===== src/rtl/multicycle_control_if.sv =====
// Control bus between the multicycle controller and its datapath:
// instruction fetch / data memory handshakes in, datapath control strobes out.
interface multicycle_control_if;
  logic [31:0] instr;
  logic        iReady;
  logic        Zero;
  logic        dReady;
  logic        PCSrc;
  logic        ALUSrc;
  logic        RegWrite;
  logic        MemToReg;
  logic [3:0]  ALUCtrl;
  logic        loadPC;
  logic        MemRead;
  logic        MemWrite;
  logic [1:0]  ImmSel;
  logic        illegal;
  logic        mem_err;
  logic [2:0]  state;

  // Datapath / memory side.
  modport master (
    output instr, iReady, Zero, dReady,
    input  PCSrc, ALUSrc, RegWrite, MemToReg, ALUCtrl, loadPC,
           MemRead, MemWrite, ImmSel, illegal, mem_err, state
  );

  // Controller side.
  modport slave (
    input  instr, iReady, Zero, dReady,
    output PCSrc, ALUSrc, RegWrite, MemToReg, ALUCtrl, loadPC,
           MemRead, MemWrite, ImmSel, illegal, mem_err, state
  );
endinterface


===== src/rtl/multicycle_control.sv =====
// Multicycle RV32I control FSM (IF/ID/EX/MEM/WB, one state per cycle).
// Decodes R-type, I-type ALU, LW, SW, BEQ and BNE; flags illegal encodings
// and data-memory timeouts. Outputs are Moore, decoded from the state and
// the captured instruction / zero flag.
module multicycle_control #(
  parameter int unsigned MEM_TIMEOUT = 16
) (
  input logic                  clk,
  input logic                  rst,
  multicycle_control_if.slave  bus
);

  typedef enum logic [2:0] {
    S_IF  = 3'd0,
    S_ID  = 3'd1,
    S_EX  = 3'd2,
    S_MEM = 3'd3,
    S_WB  = 3'd4
  } state_t;

  localparam logic [3:0] ALU_AND = 4'b0000;
  localparam logic [3:0] ALU_OR  = 4'b0001;
  localparam logic [3:0] ALU_ADD = 4'b0010;
  localparam logic [3:0] ALU_SUB = 4'b0110;
  localparam logic [3:0] ALU_SLT = 4'b0111;
  localparam logic [3:0] ALU_SRL = 4'b1000;
  localparam logic [3:0] ALU_SLL = 4'b1001;
  localparam logic [3:0] ALU_SRA = 4'b1010;
  localparam logic [3:0] ALU_XOR = 4'b1101;

  localparam logic [6:0] OP_R  = 7'b0110011;
  localparam logic [6:0] OP_I  = 7'b0010011;
  localparam logic [6:0] OP_LW = 7'b0000011;
  localparam logic [6:0] OP_SW = 7'b0100011;
  localparam logic [6:0] OP_BR = 7'b1100011;

  // Last MEM cycle index before the access is declared timed out.
  localparam logic [7:0] TIMEOUT_LAST = 8'(MEM_TIMEOUT - 1);

  typedef struct packed {
    logic       legal;
    logic [3:0] alu;
    logic       alu_src;
    logic [1:0] imm_sel;
    logic       writes_reg;
    logic       is_lw;
    logic       is_sw;
    logic       is_beq;
    logic       is_bne;
  } dec_t;

  // ALU operation for the shared R/I-type funct3 table; alt selects SUB/SRA.
  function automatic logic [3:0] alu_for(input logic [2:0] f3, input logic alt);
    logic [3:0] op;
    case (f3)
      3'b000:  op = alt ? ALU_SUB : ALU_ADD;
      3'b001:  op = ALU_SLL;
      3'b010:  op = ALU_SLT;
      3'b100:  op = ALU_XOR;
      3'b101:  op = alt ? ALU_SRA : ALU_SRL;
      3'b110:  op = ALU_OR;
      3'b111:  op = ALU_AND;
      default: op = ALU_ADD;
    endcase
    return op;
  endfunction

  // Full decode of the captured {funct7, funct3, opcode} fields. An illegal
  // encoding returns the idle decode (ADD, no side effects) with legal=0.
  function automatic dec_t decode(input logic [16:0] f);
    dec_t       d;
    dec_t       idle;
    logic [6:0] f7;
    logic [2:0] f3;
    logic [6:0] op;
    f7   = f[16:10];
    f3   = f[9:7];
    op   = f[6:0];
    idle = '0;
    idle.alu = ALU_ADD;
    d    = idle;
    case (op)
      OP_R: begin
        d.legal      = ((f7 == 7'h00) || (f7 == 7'h20)) && (f3 != 3'b011);
        d.alu        = alu_for(f3, f7[5]);
        d.writes_reg = 1'b1;
      end
      OP_I: begin
        d.legal      = (f3 != 3'b011);
        d.alu        = alu_for(f3, (f3 == 3'b101) ? f7[5] : 1'b0);
        d.alu_src    = 1'b1;
        d.writes_reg = 1'b1;
      end
      OP_LW: begin
        d.legal      = (f3 == 3'b010);
        d.alu_src    = 1'b1;
        d.writes_reg = 1'b1;
        d.is_lw      = 1'b1;
      end
      OP_SW: begin
        d.legal      = (f3 == 3'b010);
        d.alu_src    = 1'b1;
        d.imm_sel    = 2'b01;
        d.is_sw      = 1'b1;
      end
      OP_BR: begin
        d.legal      = (f3 == 3'b000) || (f3 == 3'b001);
        d.alu        = ALU_SUB;
        d.imm_sel    = 2'b10;
        d.is_beq     = (f3 == 3'b000);
        d.is_bne     = (f3 == 3'b001);
      end
      default: d.legal = 1'b0;
    endcase
    return d.legal ? d : idle;
  endfunction

  state_t      state_q, state_d;
  // Only the opcode and funct fields are needed for control.
  logic [16:0] instr_q;
  logic        zero_q;
  logic [7:0]  cnt_q, cnt_d;
  logic        err_q, err_d;
  dec_t        dec;

  logic        pc_src, alu_src, reg_write, mem_to_reg, load_pc;
  logic        mem_read, mem_write, illegal, mem_err;
  logic [3:0]  alu_ctrl;
  logic [1:0]  imm_sel;

  assign dec = decode(instr_q);

  // State, captured instruction/zero flag, MEM timeout counter and error flag.
  always_ff @(posedge clk) begin
    if (rst) begin
      state_q <= S_IF;
      instr_q <= 17'd0;
      zero_q  <= 1'b0;
      cnt_q   <= 8'd0;
      err_q   <= 1'b0;
    end else begin
      state_q <= state_d;
      cnt_q   <= cnt_d;
      err_q   <= err_d;
      if (state_q == S_IF && bus.iReady) begin
        instr_q <= {bus.instr[31:25], bus.instr[14:12], bus.instr[6:0]};
      end
      if (state_q == S_EX) begin
        zero_q <= bus.Zero;
      end
    end
  end

  // Next-state sequencing, including the MEM wait and timeout.
  always_comb begin
    state_d = state_q;
    cnt_d   = cnt_q;
    err_d   = err_q;
    case (state_q)
      S_IF: begin
        cnt_d = 8'd0;
        err_d = 1'b0;
        if (bus.iReady) state_d = S_ID;
        else            state_d = S_IF;
      end
      S_ID:  state_d = dec.legal ? S_EX : S_WB;
      S_EX:  state_d = (dec.is_lw || dec.is_sw) ? S_MEM : S_WB;
      S_MEM: begin
        if (bus.dReady) begin
          // A completion on the timeout cycle still counts as success.
          state_d = S_WB;
          cnt_d   = 8'd0;
        end else if (cnt_q == TIMEOUT_LAST) begin
          state_d = S_WB;
          cnt_d   = 8'd0;
          err_d   = 1'b1;
        end else begin
          cnt_d   = cnt_q + 8'd1;
        end
      end
      S_WB:    state_d = S_IF;
      default: state_d = S_IF;
    endcase
  end

  // Moore output decode; ALU controls stay fixed from EX through WB.
  always_comb begin
    pc_src     = 1'b0;
    alu_src    = 1'b0;
    reg_write  = 1'b0;
    mem_to_reg = 1'b0;
    load_pc    = 1'b0;
    mem_read   = 1'b0;
    mem_write  = 1'b0;
    illegal    = 1'b0;
    mem_err    = 1'b0;
    alu_ctrl   = ALU_ADD;
    imm_sel    = 2'b00;
    case (state_q)
      S_IF, S_ID: begin
        alu_ctrl = ALU_ADD;
      end
      S_EX: begin
        alu_ctrl = dec.alu;
        alu_src  = dec.alu_src;
        imm_sel  = dec.imm_sel;
      end
      S_MEM: begin
        alu_ctrl   = dec.alu;
        alu_src    = dec.alu_src;
        imm_sel    = dec.imm_sel;
        mem_read   = dec.is_lw;
        mem_to_reg = dec.is_lw;
        mem_write  = dec.is_sw;
      end
      S_WB: begin
        alu_ctrl   = dec.alu;
        alu_src    = dec.alu_src;
        imm_sel    = dec.imm_sel;
        load_pc    = 1'b1;
        reg_write  = dec.legal && dec.writes_reg && !err_q;
        mem_to_reg = dec.is_lw;
        pc_src     = (dec.is_beq && zero_q) || (dec.is_bne && !zero_q);
        illegal    = !dec.legal;
        mem_err    = err_q;
      end
      default: begin
        alu_ctrl = ALU_ADD;
      end
    endcase
  end

  assign bus.PCSrc    = pc_src;
  assign bus.ALUSrc   = alu_src;
  assign bus.RegWrite = reg_write;
  assign bus.MemToReg = mem_to_reg;
  assign bus.ALUCtrl  = alu_ctrl;
  assign bus.loadPC   = load_pc;
  assign bus.MemRead  = mem_read;
  assign bus.MemWrite = mem_write;
  assign bus.ImmSel   = imm_sel;
  assign bus.illegal  = illegal;
  assign bus.mem_err  = mem_err;
  assign bus.state    = state_q;

endmodule


===== src/flat_wrapper.sv =====
// flat-port wrapper written by rule: the top's interface ports become plain ports
module multicycle_control_flat 
#(
  parameter int unsigned MEM_TIMEOUT = 16
)
  (clk, rst, bus_instr, bus_iReady, bus_Zero, bus_dReady, bus_PCSrc, bus_ALUSrc, bus_RegWrite, bus_MemToReg, bus_ALUCtrl, bus_loadPC, bus_MemRead, bus_MemWrite, bus_ImmSel, bus_illegal, bus_mem_err, bus_state);
  multicycle_control_if bus_i ();
  input logic clk;
  input logic rst;
  input wire logic [$bits(bus_i.instr)-1:0] bus_instr;
  input wire logic [$bits(bus_i.iReady)-1:0] bus_iReady;
  input wire logic [$bits(bus_i.Zero)-1:0] bus_Zero;
  input wire logic [$bits(bus_i.dReady)-1:0] bus_dReady;
  output wire logic [$bits(bus_i.PCSrc)-1:0] bus_PCSrc;
  output wire logic [$bits(bus_i.ALUSrc)-1:0] bus_ALUSrc;
  output wire logic [$bits(bus_i.RegWrite)-1:0] bus_RegWrite;
  output wire logic [$bits(bus_i.MemToReg)-1:0] bus_MemToReg;
  output wire logic [$bits(bus_i.ALUCtrl)-1:0] bus_ALUCtrl;
  output wire logic [$bits(bus_i.loadPC)-1:0] bus_loadPC;
  output wire logic [$bits(bus_i.MemRead)-1:0] bus_MemRead;
  output wire logic [$bits(bus_i.MemWrite)-1:0] bus_MemWrite;
  output wire logic [$bits(bus_i.ImmSel)-1:0] bus_ImmSel;
  output wire logic [$bits(bus_i.illegal)-1:0] bus_illegal;
  output wire logic [$bits(bus_i.mem_err)-1:0] bus_mem_err;
  output wire logic [$bits(bus_i.state)-1:0] bus_state;
  assign bus_i.instr = bus_instr;
  assign bus_i.iReady = bus_iReady;
  assign bus_i.Zero = bus_Zero;
  assign bus_i.dReady = bus_dReady;
  assign bus_PCSrc = bus_i.PCSrc;
  assign bus_ALUSrc = bus_i.ALUSrc;
  assign bus_RegWrite = bus_i.RegWrite;
  assign bus_MemToReg = bus_i.MemToReg;
  assign bus_ALUCtrl = bus_i.ALUCtrl;
  assign bus_loadPC = bus_i.loadPC;
  assign bus_MemRead = bus_i.MemRead;
  assign bus_MemWrite = bus_i.MemWrite;
  assign bus_ImmSel = bus_i.ImmSel;
  assign bus_illegal = bus_i.illegal;
  assign bus_mem_err = bus_i.mem_err;
  assign bus_state = bus_i.state;
  multicycle_control #(.MEM_TIMEOUT(MEM_TIMEOUT)) u_core (.clk(clk), .rst(rst), .bus(bus_i));
endmodule

===== config.mk =====
export PLATFORM = sky130hd
export DESIGN_NAME = multicycle_control_flat
export DESIGN_NICKNAME = d
export VERILOG_FILES = /design/src/rtl/multicycle_control_if.sv /design/src/rtl/multicycle_control.sv /design/src/flat_wrapper.sv
export SDC_FILE = /design/constraint.sdc
export NUM_CORES = 1
export LEC_CHECK = 0
export ABC_CLOCK_PERIOD_IN_PS = 2320
export CAP_MARGIN = 5
export CORE_UTILIZATION = 45
export DETAILED_ROUTE_END_ITERATION = 6
export PLACE_DENSITY_LB_ADDON = 0.05
export SYNTH_ARGS = -nofsm -noshare
export SYNTH_HDL_FRONTEND = slang
export SYNTH_SLANG_ARGS = --single-unit
export TNS_END_PERCENT = 30

===== constraint.sdc =====
create_clock -name clk -period 2.32 [get_ports clk]
set_input_delay 0.348 -clock clk [delete_from_list [all_inputs] [get_ports clk]]
set_output_delay 0.348 -clock clk [all_outputs]
set_load 0.02 [all_outputs]

# After elaboration in Yosys (flattened, before gate mapping)
# Cells that the tools add are included.
# word_totals
out_inout_bits	18
word_cells	89
reg_bits	30
# op_classes
reduce_logical	23
n_eq_ne	21
mux	39
addsub	1
# ops
operator	n
4-bit case mux with 7 select lines	2
7-bit by 6-bit == test with 1-bit output, second input constant	3
3-bit two-way mux	6
1-bit two-way mux	17
8-bit two-way mux	2
8-bit case mux with 2 select lines	1
3-bit == test, second input constant	5
13-bit two-way mux	1
3-bit case mux with 4 select lines	1
4-bit case mux with 3 select lines	1
3-bit by 2-bit == test with 1-bit output, second input constant	3
3-bit OR reduction	3
8-bit by 1-bit adder with 8-bit output, second input constant	1
8-bit by 4-bit == test with 1-bit output, second input constant	1
2-bit two-way mux	4
7-bit by 2-bit == test with 1-bit output, second input constant	1
7-bit by 5-bit == test with 1-bit output, second input constant	1
7-bit == test, second input constant	1
7-bit zero test	1
3-bit by 1-bit == test with 1-bit output, second input constant	2
1-bit logical AND	6
3-bit zero test	2
3-bit by 2-bit != test with 1-bit output, second input constant	2
1-bit logical OR	4
10 further kinds	13

# Depth between registers and ports, before layout
# Gate-level depths: netlist of the first run.
# logic_depth
word_depth	9
mapped_depth	7
mapped_depth_nobuf	5

# Least setup slack after synthesis of the first run
# OpenSTA, ideal clock, no wires.
# synth_path
kind	register -> output
start	reg u_core.state_q[0], in the netlist u_core.bus.state[0]
end	out bus_ALUCtrl[0]
t_required_ns	1.972
arrival_ns	1.980
stages_incl_launch_ff	7
path_slack_ns	-0.008
cell_sequence	dfxtp_1 buf_2 nor2_1 and2_1 clkbuf_1 nor2_1 nor4_1
# synth_between
elab_chain_cells	3
elab_cells_between_ends	5
cone_classes	3 x eq/ne; 1 x mux; 1 x reduce/logical
# synth_lines
element	line_no	text
from (decl)	multicycle_control.sv:118	state_t state_q, state_d;
from (signal assigned)	multicycle_control.sv:142	state_q <= state_d;
3-bit by 2-bit == test with 1-bit output or 3-bit == test (tied branches)	multicycle_control.sv:199	case (state_q)
3-bit OR reduction (no source line) (*)	n/a	
4-bit two-way mux (*)	multicycle_control.sv:199	
to (decl)	flat_wrapper.sv:18	output wire logic [$bits(bus_i.ALUCtrl)-1:0] bus_ALUCtrl;
# Every way passes the cells marked *; elsewhere a longest branch is shown, timed or not.

# Worst setup path in the final report of the first run
# layout_path
start	reg u_core.instr_q[10]
end	out bus_ALUCtrl[1]
# layout_between
elab_chain_cells	6
elab_cells_between_ends	7
cone_classes	1 x eq/ne; 3 x mux; 3 x reduce/logical
# layout_lines
element	line_no	text
from (decl)	multicycle_control.sv:120	logic [16:0] instr_q;
from (signal assigned)	multicycle_control.sv:146	instr_q <= {bus.instr[31:25], bus.instr[14:12], bus.instr[6:0]};
7-bit by 6-bit == test with 1-bit output or 7-bit zero test (tied branches)	multicycle_control.sv:84	d.legal = ((f7 == 7'h00) || (f7 == 7'h20)) && (f3 != 3'b011);
1-bit logical OR (*)	multicycle_control.sv:84	
1-bit logical AND (*)	multicycle_control.sv:84	
1-bit case mux with 4 select lines (*)	multicycle_control.sv:82	case (op)
13-bit two-way mux (*)	multicycle_control.sv:115	return d.legal ? d : idle;
4-bit two-way mux (*)	multicycle_control.sv:199	
# Marks and branches as above.

==> impl_metrics.tcl, run 1 <==
set metrics [dict create \
    hold_slack_ns 0.465 \
    numCtsBuffers 5 \
    drc_errors 0 \
    diodes 0 \
    p_leak_nw 0.833 \
    ys_ff_latch 30 \
    multi_input_comb_area_sq_um 955 \
    setup_viol 11 \
    final_antenna_net_count 0 \
    die-area_sq_mm 0.00372 \
    min_period_over_period_pct 112 \
    cts_root_buf "clkbuf_4" \
    fin_ws_ns -0.274 \
    syn-num-nets 240 \
    via_count 1592 \
    insertion_delay_ns 0.34 \
    syn2layout_area_growth_pct 42.1 \
    period_needed_ns 2.59 \
    initial_core_util_pct 47.0 \
    synth.yosys.seq_area_share_pct 38.3 \
    hold_class "reg -> reg" \
    status "finished with violations" \
    rrSetupSlack_ns 0.41 \
    fp-row-count 21 \
    drive_gt1_share_pct 22.6 \
    grt_antenna_before_repair 0 \
    grt_pass1_vias 1323 \
    dr.pass1.iters 4 \
    gp_congestion 0.869 \
    wire_per_inst_um 12.7 \
    vias_per_cell 5.19 \
    crit_slowest_cell "or4_4" \
    fillerInstances 321 \
    critPathBufInv 1 \
    routed-wl-met2_um 1950 \
    hold_violations 0 \
    grt_max_degree 19 \
    synth_cells 202 \
    max_slew_margin_pct 60.8 \
    worst_pin_slew_ns 0.587 \
    syn-cell-area_sq_mm 0.00157 \
    yosys_warnings 0 \
    cp.required_ns 1.97 \
    cts_htree_levels 2 \
    rsz0062_at_grt "yes" \
    cp.arrival_ns 2.25 \
    synth-edff-count 0 \
    top_layer "met4" \
    grt-ovfl-total 0 \
    portBuffers 39 \
    holdBufCountCts 0 \
    synth_ff_type "dfxtp_1" \
    drt-met1-wl_um 1690 \
    clock-sinks 30 \
    met3_length_um 245 \
    max-vdd-ir-drop_uv 286 \
    end_kind "output port" \
    synth_cell_type_count 43 \
    maxCapViolations 0 \
    cp_max_fo 5 \
    wirelength_um 3910 \
    fmax_mhz 386 \
    grt_pass1_wl_um 6090 \
    synthArstFlopShare_pct 0 \
    fin_nets 298 \
    final_cells 307 \
    slowest_delay_ns 0.54 \
    dp_cells 297 \
    die_w_um 61.0 \
    critPathKind "reg -> out" \
    start_kind "flop" \
    track_usage_pct 22.6 \
    dpl_cell_area_sq_mm 0.00213 \
    clock_skew_ns 0.0134 \
    stdcell_area_sq_mm 0.00223 \
    io_pins 55 \
    dpl.hpwl_um 2840 \
    cellPowerDensity_mw_per_mm2 478 \
    cts_tree "done" \
    avgSynthCellArea_sq_um 7.76 \
    clk_pin_slew_ns 0.11 \
    violations "setup timing" \
    final_util_pct 66.7 \
    crit_family "simple AND/OR/NAND/NOR gates" \
    clockBufferDepth 2 \
    slew_viol_final 0 \
    path_cells "or4_4 -> o31ai_4 -> a311oi_4 -> or4_1 -> buf_2" \
    drt_iter0_drc 82 \
    core_area_sq_mm 0.00334 \
    regArea_sq_um 603 \
    die_h_um 61.0 \
]
[logic make-up after synthesis]
logic type                 count (synthesis)  synth area share [%]
and+or+nand+nor                          108                  36.3
muxes                                      1                 0.638
buffers and inverters                     16                  4.87
DFF                                       30                  38.3
adders and majority gates                  1                 0.798
xor gates and xnor gates                   9                  5.03
AOI/OAI and AO/OA                         37                  14.0
[timing repair]
item,in CTS,in global routing
setup buffers,2,0
gates resized for setup,64,8
cloned,0,0
pin swaps,1,2
endpoints found under the setup margin,13,11
[metal layers]
metal | track usage [%] | up-vias
li1 | - | 816
met3 | 5.67 | 4
met1 | 28.8 | 716
met2 | 37.3 | 56
met5 | 0 | -
met4 | 7.79 | 0
[state kept, by name, indices dropped and copies added, names as in the netlist]
signal            cells
u_core.cnt_q          8
u_core.bus.state      3
u_core.zero_q         1
u_core.instr_q       17
u_core.err_q          1
[cells in the mapped netlist (all sizes together) (2+ instances only)]
| master | count | area, sq um |
|---|---|---|
| a21oi | 24 | 120 |
| and2 | 3 | 18.8 |
| and3 | 2 | 12.5 |
| buf | 8 | 46.3 |
| clkbuf | 6 | 22.5 |
| dfxtp | 30 | 601 |
| inv | 2 | 7.51 |
| nand2 | 46 | 173 |
| nand3 | 3 | 15.0 |
| nand3b | 3 | 22.5 |
| nor2 | 17 | 63.8 |
| nor2b | 4 | 25.0 |
| nor3 | 10 | 50.1 |
| nor4 | 7 | 58.8 |
| o21ai | 3 | 15.0 |
| or4 | 3 | 26.3 |
| xnor2 | 6 | 52.6 |
| xor2 | 3 | 26.3 |
[worst register-to-register path, delay by kind of cell, from the launching register on]
family / cells / cell delay (ns)
buffers and inverters: 2 / 0.29
flip-flops: 1 / 0.34
AND/OR/NAND/NOR: 1 / 0.54
AO/OA/AOI/OAI: 3 / 0.64
[layout by cell type, fill, tap and decap left out, types with 2 or more instances in the layout]
cell | synthesis | layout
and2_1 | 3 | 3
xnor2_1 | 6 | 6
and3_1 | 2 | 2
nor4_1 | 6 | 3
nor2_1 | 17 | 17
nand3_1 | 3 | 3
dfxtp_1 | 30 | 28
clkdlybuf4s50_1 | 0 | 26
or4_1 | 2 | 2
o21ai_0 | 3 | 3
buf_4 | 0 | 32
clkbuf_4 | 0 | 5
nor4_2 | 0 | 2
nor2b_1 | 4 | 4
nand3b_1 | 3 | 3
inv_1 | 2 | 2
buf_2 | 7 | 5
nor3_2 | 0 | 2
nand2_1 | 46 | 46
nor4_4 | 1 | 2
dfxtp_2 | 0 | 2
nor3_1 | 10 | 8
a21oi_1 | 24 | 24
xor2_1 | 3 | 3
[worst paths after layout]
kind / from / to / cells after the start
max: u_core.instr_q[10]$_SDFFE_PP0P_ / bus_ALUCtrl[1] / 5
min: u_core.instr_q[11]$_SDFFE_PP0P_ / u_core.instr_q[11]$_SDFFE_PP0P_ / 2
max reg2reg: u_core.instr_q[10]$_SDFFE_PP0P_ / u_core.bus.state[1]$_SDFFE_PP0P_ / 6
min reg2reg: u_core.instr_q[11]$_SDFFE_PP0P_ / u_core.instr_q[11]$_SDFFE_PP0P_ / 2
[where the power goes]
group          switching (mW)  leakage [nW]  internal, mW  total, mW
clock                   0.189        0.0353         0.147      0.336
sequential             0.0179         0.246         0.536      0.554
combinational          0.0857         0.552        0.0884      0.174
total                   0.293         0.833         0.771       1.06
[metrics by stage]
step | power [mW] | TNS (ns) | setup WS, ns
after floorplan | 0.657 | -0.0160 | -0.00800
after global placement | 0.728 | -2.58 | -0.357
after detailed placement | 0.733 | -2.75 | -0.369
after CTS | 1.07 | -1.61 | -0.278
after global routing | 1.11 | -2.66 | -0.350
final | 1.06 | -1.65 | -0.274
[layout make-up]
class	instances	share of cell area, %
inverter	2	0.337
multi-input combinational	156	42.9
sequential	30	27.1
timing repair buffer	65	24.4
tap	46	2.58
clock buffer	7	2.47
clock inverter	1	0.225
No activity file was read; power rests on OpenSTA's default activity.
==> inputs of run 2 (changes only) <==
CORE_MARGIN = 2   (was unset)
==> impl_metrics.tcl, run 2 (same netlist as run 1, synthesis figures left out) <==
set metrics [dict create \
    drc_errors 0 \
    die_w_um 63.0 \
    cp.required_ns 1.97 \
    cts_htree_levels 2 \
    min_period_over_period_pct 110 \
    dr.pass1.iters 4 \
    grt_pass1_wl_um 6870 \
    max_slew_margin_pct 59.1 \
    setup_viol 10 \
    insertion_delay_ns 0.34 \
    fmax_mhz 390 \
    track_usage_pct 22.2 \
    critPathBufInv 1 \
    status "finished with violations" \
    wirelength_um 4050 \
    cts_tree "done" \
    maxCapViolations 0 \
    core_area_sq_mm 0.00334 \
    p_leak_nw 0.841 \
    pre_cts_ws_ns -0.368 \
    final_antenna_net_count 0 \
    wire_per_inst_um 13.3 \
    gp_congestion 0.878 \
    fillerInstances 318 \
    final_cell_mix "nand2_1, buf_4, dfxtp_1, clkdlybuf4s50_1, a21oi_1" \
    cp.arrival_ns 2.22 \
    total_power_mw 1.15 \
    end_kind "output port" \
    slowest_delay_ns 0.54 \
    path_cells "or4_4 -> o31ai_4 -> a311oi_2 -> or4_1 -> buf_2" \
    largest-register "u_core.instr_q" \
    crit_slowest_cell "or4_4" \
    clk_pin_slew_ns 0.09 \
    diodes 0 \
    largest_reg_flops 17 \
    syn2layout_area_growth_pct 42.6 \
    rsz0062_at_grt "yes" \
    cellPowerDensity_mw_per_mm2 515 \
    io_pins 55 \
    hold_class "reg -> reg" \
    period_needed_ns 2.56 \
    grt_max_degree 21 \
    die-area_sq_mm 0.00397 \
    cp_max_fo 4 \
    hold_violations 0 \
    clock_skew_ns 0.0131 \
    slew_viol_final 0 \
    clockBufferDepth 2 \
    clock-sinks 30 \
    worst_pin_slew_ns 0.611 \
    violations "setup timing" \
    grt_pass1_vias 1527 \
    via_count 1596 \
    dpl.hpwl_um 2990 \
    grt-ovfl-total 0 \
    die_h_um 63.0 \
    grt_antenna_before_repair 0 \
    multi_input_comb_area_sq_um 960 \
    fp-row-count 21 \
    dp_cells 296 \
    max-vdd-ir-drop_uv 358 \
    fin_ws_ns -0.244 \
    portBuffers 39 \
    vias_per_cell 5.23 \
    drive_gt1_share_pct 22.8 \
    fin_nets 296 \
    initial_core_util_pct 47.0 \
    layout_commonest_cell "nand2_1" \
    critPathKind "reg -> out" \
    start_kind "flop" \
    final_cells 305 \
    regArea_sq_um 603 \
    drt_iter0_drc 99 \
    final_util_pct 67.0 \
    cts_root_buf "clkbuf_4" \
    crit_family "simple AND/OR/NAND/NOR gates" \
    numCtsBuffers 5 \
]
[run 2: tightest hold or removal path: stages (launching register included)]
cell     delay (ns)
dfxtp_1        0.32
nand2_1        0.05
a21oi_1        0.05
[run 2: layer usage]
metal,global-route usage [%],vias to the layer above,wire (um)
li1,-,804,-
met2,38.8,47,2110
met1,24.5,735,1680
met3,6.31,10,177
met5,0,-,0
met4,10.3,0,82
[run 2: stage by stage]
| step | setup TNS [ns] | instance area (sq um) | hold WS, ns |
|---|---|---|---|
| final | -1.09 | 2240 | 0.458 |
| after global routing | -2.31 | 2240 | 0.487 |
| after CTS | -1.25 | 2220 | 0.461 |
| after detailed placement | -2.53 | 2120 | 0.448 |
| after global placement | -2.34 | 2120 | 0.444 |
| after floorplan | -0.0160 | 1570 | 0.436 |
[run 2: cell type report]
type                            count  share of cell area [%]
Multi-Input combinational cell    156                    42.9
Sequential cell                    30                    27.0
Timing Repair Buffer               63                    23.7
Tap cell                           46                    2.57
Clock buffer                        6                    1.85
Clock inverter                      2                    1.68
Inverter                            2                   0.336
[run 2: repair_timing]
item                                    4_1_cts  5_1_grt
pin swaps                                     2        1
hold buffers                                  0        0
gates resized for setup                      71        6
endpoints found under the setup margin       13       13
buffers inserted                              0        1
[run 2: where the power goes]
part / total (mW) / switching, mW / internal [mW] / leakage [nW]
Combinational: 0.176 / 0.0860 / 0.0896 / 0.557
Clock: 0.420 / 0.193 / 0.227 / 0.0385
Sequential: 0.555 / 0.0183 / 0.536 / 0.246
[run 2: final timing paths]
kind,from,endpoint,slack [ns],depth (start not counted)
max,u_core.instr_q[10]$_SDFFE_PP0P_,bus_ALUCtrl[1],-0.24,5
min,u_core.instr_q[10]$_SDFFE_PP0P_,u_core.instr_q[10]$_SDFFE_PP0P_,0.46,2
max reg2reg,u_core.cnt_q[4]$_SDFFE_PP0P_,u_core.bus.state[1]$_SDFFE_PP0P_,0.47,4
min reg2reg,u_core.instr_q[10]$_SDFFE_PP0P_,u_core.instr_q[10]$_SDFFE_PP0P_,0.46,2
==> inputs of run 3 (changes only) <==
CTS_CLUSTER_DIAMETER = 80   (was unset)
==> results of run 3 <==
The final DEF is identical to that of run 2; final timing and power are the same.
